**config.mk**
```make
export PLATFORM = sky130hd
export DESIGN_NAME = updown_counter_param
export DESIGN_NICKNAME = d
export VERILOG_FILES = /design/src/rtl/counter_pkg.sv /design/src/rtl/step_prescaler.sv /design/src/rtl/updown_counter_param.sv
export SDC_FILE = /design/constraint.sdc
export NUM_CORES = 1
export LEC_CHECK = 0
export ABC_AREA = 1
export CAP_MARGIN = 20
export CORE_MARGIN = 2
export CORE_UTILIZATION = 38
export CTS_CLUSTER_SIZE = 30
export DETAILED_ROUTE_END_ITERATION = 12
export SETUP_SLACK_MARGIN = 0.4
export SLEW_MARGIN = 20
export SYNTH_ARGS = -nofsm -noshare
export SYNTH_HDL_FRONTEND = slang
export SYNTH_HIERARCHICAL = 1
export SYNTH_SLANG_ARGS = --single-unit
```
**constraint.sdc**
```tcl
create_clock -name clk -period 1.7 [get_ports clk]
set_input_delay 0.34 -clock clk [delete_from_list [all_inputs] [get_ports clk]]
set_output_delay 0.34 -clock clk [all_outputs]
set_load 0.03 [all_outputs]
```
**src/rtl/counter_pkg.sv**
```systemverilog
// Shared constants for the parametrised up/down counter and its prescaler.
package counter_pkg;

  // Direction encoding on the up input.
  localparam logic DIR_UP   = 1'b1;
  localparam logic DIR_DOWN = 1'b0;

  // Boundary behaviour selected by the SATURATE parameter.
  localparam int MODE_WRAP = 0;
  localparam int MODE_SAT  = 1;

  // What a counting step does to the value, resolved from direction and boundary.
  typedef enum logic [1:0] {
    ACT_INC  = 2'd0,
    ACT_DEC  = 2'd1,
    ACT_WRAP = 2'd2,
    ACT_HOLD = 2'd3
  } step_act_e;

endpackage

```
**src/rtl/step_prescaler.sv**
```systemverilog
// Enable-gated prescaler: issues one step pulse every div+1 enabled cycles.
module step_prescaler #(
  parameter int PRE_W = 8
) (
  input  logic             clk,
  input  logic             rst,
  input  logic             en,
  input  logic             clear,
  input  logic [PRE_W-1:0] div,
  output logic             step
);

  logic [PRE_W-1:0] pre;
  logic             pre_hit;

  // >= rather than == so that lowering div below the running count fires
  // on the very next enabled cycle instead of running round the full range.
  assign pre_hit = (pre >= div);
  assign step    = en && !clear && pre_hit;

  // Prescale count: reset by clear, advanced only on enabled cycles, held otherwise.
  always_ff @(posedge clk or negedge rst) begin
    if (!rst) begin
      pre <= '0;
    end else if (clear) begin
      pre <= '0;
    end else if (en) begin
      if (pre_hit) begin
        pre <= '0;
      end else begin
        pre <= pre + 1'b1;
      end
    end
  end

endmodule

```
**src/rtl/updown_counter_param.sv**
```systemverilog
// Parametrised up/down counter with clear, clamped load, prescaled stepping,
// wrap or saturate boundary mode, terminal-count pulse and status flags.
module updown_counter_param
  import counter_pkg::*;
#(
  parameter int               WIDTH    = 4,
  parameter logic [WIDTH-1:0] MAX      = {WIDTH{1'b1}},
  parameter int               SATURATE = MODE_WRAP,
  parameter int               PRE_W    = 8
) (
  input  logic             clk,
  input  logic             rst,
  input  logic             en,
  input  logic             up,
  input  logic             clr,
  input  logic             load,
  input  logic [WIDTH-1:0] load_val,
  input  logic [PRE_W-1:0] div,
  output logic [WIDTH-1:0] out,
  output logic             tc,
  output logic             zero,
  output logic             sat
);

  localparam bit SAT_MODE = (SATURATE == MODE_SAT);

  logic             step;
  logic [WIDTH-1:0] terminal;
  logic             at_term;
  step_act_e        act;
  logic [WIDTH-1:0] out_nxt;
  logic             tc_nxt;

  // Loaded values above the modulus are pulled down to MAX so out never leaves 0..MAX.
  function automatic logic [WIDTH-1:0] clamp_load(input logic [WIDTH-1:0] v);
    return (v > MAX) ? MAX : v;
  endfunction

  // Decide what a step does given the direction and whether out sits on the boundary.
  function automatic step_act_e step_action(input logic dir, input logic on_term);
    step_act_e a;
    if (!on_term) begin
      a = (dir == DIR_UP) ? ACT_INC : ACT_DEC;
    end else if (SAT_MODE) begin
      a = ACT_HOLD;
    end else begin
      a = ACT_WRAP;
    end
    return a;
  endfunction

  // Apply a step action; wrapping lands on the opposite boundary of the direction.
  function automatic logic [WIDTH-1:0] apply_step(input logic [WIDTH-1:0] cur,
                                                  input logic dir,
                                                  input step_act_e a);
    logic [WIDTH-1:0] r;
    case (a)
      ACT_INC:  r = cur + 1'b1;
      ACT_DEC:  r = cur - 1'b1;
      ACT_WRAP: r = (dir == DIR_UP) ? '0 : MAX;
      default:  r = cur;
    endcase
    return r;
  endfunction

  // Clear and load both restart the prescale interval.
  step_prescaler #(
    .PRE_W (PRE_W)
  ) u_prescaler (
    .clk   (clk),
    .rst   (rst),
    .en    (en),
    .clear (clr | load),
    .div   (div),
    .step  (step)
  );

  // Boundary for the current direction; up is sampled live so a flip costs no latency.
  always_comb begin
    terminal = (up == DIR_UP) ? MAX : '0;
    at_term  = (out == terminal);
    act      = step_action(up, at_term);
  end

  // Next count and terminal-count pulse, clear over load over stepping.
  always_comb begin
    out_nxt = out;
    tc_nxt  = 1'b0;
    if (clr) begin
      out_nxt = '0;
    end else if (load) begin
      out_nxt = clamp_load(load_val);
    end else if (step) begin
      out_nxt = apply_step(out, up, act);
      tc_nxt  = at_term;
    end
  end

  // Count and tc registers; tc lines up with the out value produced by the boundary step.
  always_ff @(posedge clk or negedge rst) begin
    if (!rst) begin
      out <= '0;
      tc  <= 1'b0;
    end else begin
      out <= out_nxt;
      tc  <= tc_nxt;
    end
  end

  assign zero = (out == '0);
  assign sat  = SAT_MODE && at_term;

endmodule
```
==> run summary <==
RR Endpoint -> out[2]
#FFs+latches synth -> 13
Post-route cell area -> 2147 µm²
Crit path time final -> 1.962 ns
Initial antenna violation count -> 0
Dominant cell type by area after synthesis -> dfrtp_1
Max-slew violations -> 0
Hold Path Class -> input pin to async pin
Post-DP Area -> 1759 µm²
Post-Syn Area -> 1229 µm²
Non-Filler Instances -> 306
Number of max-cap violations -> 0
Vias -> 1456
RSZ-0062 raised after global routing -> true
Total GRT Usage -> 0.2193
Syn_area_per_cell -> 6.333 µm²
Leakage -> 1.124 nW
Die area -> 3704 µm²
Tcrit/Tclk final -> 1.154
Synth area leaders -> dfrtp_1 (26%), nand2_1 (18%), ha_1 (12%), inv_1 (8.9%), nand3_1 (6.9%)
CTS tree -> done
Largest net degree at the start of global routing -> 9
Vias in the first global route -> 1435
CP endpoint kind -> flip-flop
Post-synth ARST share -> 1.000
First-pass GRT wire length -> 6078 µm
Input/output buffers -> 23
Status -> complete, but fails checks
Power Density -> 489.2 nW/µm²
CTS clk-pin slew, worst paths -> 0.09 ns
I/O pin total -> 25
Core area -> 3053 µm²
Placed insts -> 287
Cells after synthesis -> 194
Horiz. Die Dim -> 60.86 µm
Critical R2R Launch -> out[2]
R2R setup slack -> -0.26 ns
Layout cells sized above 1 -> 0.4542
Multi-input gate area -> 996.0 µm²
H-tree depth -> 1
Post-DRT Antenna Nets -> 0
Final setup viols -> 5
Setup TNS -> -0.6777 ns
Syn nets -> 224
Initial DRC count -> 26
Post-synthesis sequential area ratio -> 0.2648
Number of fill cells -> 253
Commonest non-fill, non-tap cell in the layout -> nand2_1
VDD IR-drop max -> 0.5949 mV
Area share of the largest cell type after synthesis -> 0.2648
Cell variety after synth -> 23
Setup crit start kind -> flip-flop
Path depth of the worst reg2reg path -> 15
Yosys warnings -> 6
WL/cell -> 12.74 µm
Syn-to-layout area delta -> 74.75%
Most frequent cells in the layout -> nand2_1 (50), buf_4 (29), inv_1 (21)
Hold Fails Final Rpt -> 0
Worst slack, placed -> -0.7496 ns
Skew-Pair Late Insertion Delay -> 0.30 ns
Total wire length -> 3897 µm
CP Max Fanout -> 3
CTS Sinks -> 13
Ant. Diodes -> 0
Gpl congestion -> 0.7894
Grt total ovfl -> 0
Hpwl dp -> 2594 µm
Clk root buf -> clkbuf_4
Row count -> 20
Layout Nets -> 293
Die Y -> 60.86 µm
1st-pass router iterations -> 6
Final core utilization -> 0.7033
CP Class -> flip-flop to flip-flop
Setup Skew -> 0.001931 ns
Via/cell ratio -> 4.758
Residual DRC count -> 0
Clock Path Buffers -> 2
Worst setup margin -> -0.2620 ns
Primary FF master, synth -> dfrtp_1
Worst Path Required -> 1.88 ns
Failing checks -> negative setup slack
Total CTS buffers -> 3
Initial Utilization -> 0.4025
Sequential cell area -> 329.1 µm²
Post-synth EDFFs -> 0
Arrival @ worst endpoint -> 2.15 ns
Fmax -> 0.5097 GHz
sequential cells by signal, indices dropped and copies added, names as in the netlist:
name and count:
out 4, tc 1, u_prescaler/pre 8
area by class of cell:
class / instances / share of cell area
clock buffers: 4 / 0.01224
inverters: 37 / 0.06585
multi-input cells: 142 / 0.4639
flip-flops and latches: 13 / 0.1533
well taps: 44 / 0.02564
repair buffers: 66 / 0.2791
power by group:
part	internal (W)	switching, W	total (W)
sequential	0.000323	0.0000172	0.000341
clock	0.0000916	0.000123	0.000215
combinational	0.000237	0.000257	0.000495
total	0.000653	0.000398	0.00105
per-layer routing:
metal / wire [µm] / vias to the layer above / GRT usage
met3: 173 / 6 / 0.04691
met5: 0 / - / 0
li1: - / 741 / -
met1: 1604 / 669 / 0.2656
met4: 48 / 0 / 0.04969
met2: 2071 / 40 / 0.3963
what timing repair did:
action                     CTS  global route
hold buffers                 0             0
setup buffers               10             5
gates resized for setup     87            20
setup endpoints to repair   19            19
pin swaps                   30            23
synth_stat cells (all sizes together), types with 2 or more instances:
cell type / n
a21oi: 4
buf: 2
dfrtp: 13
ha: 12
inv: 37
nand2: 66
nand3: 20
nor2: 25
o211ai: 2
o21ai: 7
how the worst max path moves through the flow:
stage | end | slack (ns) | startpoint | cells after the start
floorplan | out[2] | -0.21 | out[2] | 14
global placement | out[2] | -0.62 | up | 16
detailed placement | out[2] | -0.75 | up | 16
CTS | out[2] | -0.18 | out[2] | 15
global route | out[2] | -0.33 | out[2] | 15
finish | out[2] | -0.26 | out[2] | 15
cell families after synthesis:
family          synth area share
other cells             0.003052
compound gates           0.06823
fa+ha+maj                 0.1222
flops                     0.2648
simple gates              0.4165
buf+inv                   0.1252
critical path: stages (launching register included):
cell and delay, ns:
dfrtp_2 0.44, ha_4 0.28, nand2_4 0.05, inv_4 0.07, nand3_4 0.08, nand3_4 0.09, nand2_2 0.07, nand2_4 0.08
ha_4 0.15, nor2_4 0.03, nand2_1 0.05, nand2_1 0.05, o21ai_1 0.13, nand2_1 0.08, o211ai_1 0.09, o21ai_1 0.09
stage by stage:
stage	hold WS (ns)	total power, W
detailed placement	0.5252	0.0007025
global route	0.3328	0.001102
global placement	0.5196	0.0006909
finish	0.3176	0.001050
CTS	0.3316	0.0009824
floorplan	0.04441	0.0005417
No activity file was read; power rests on OpenSTA's default activity.
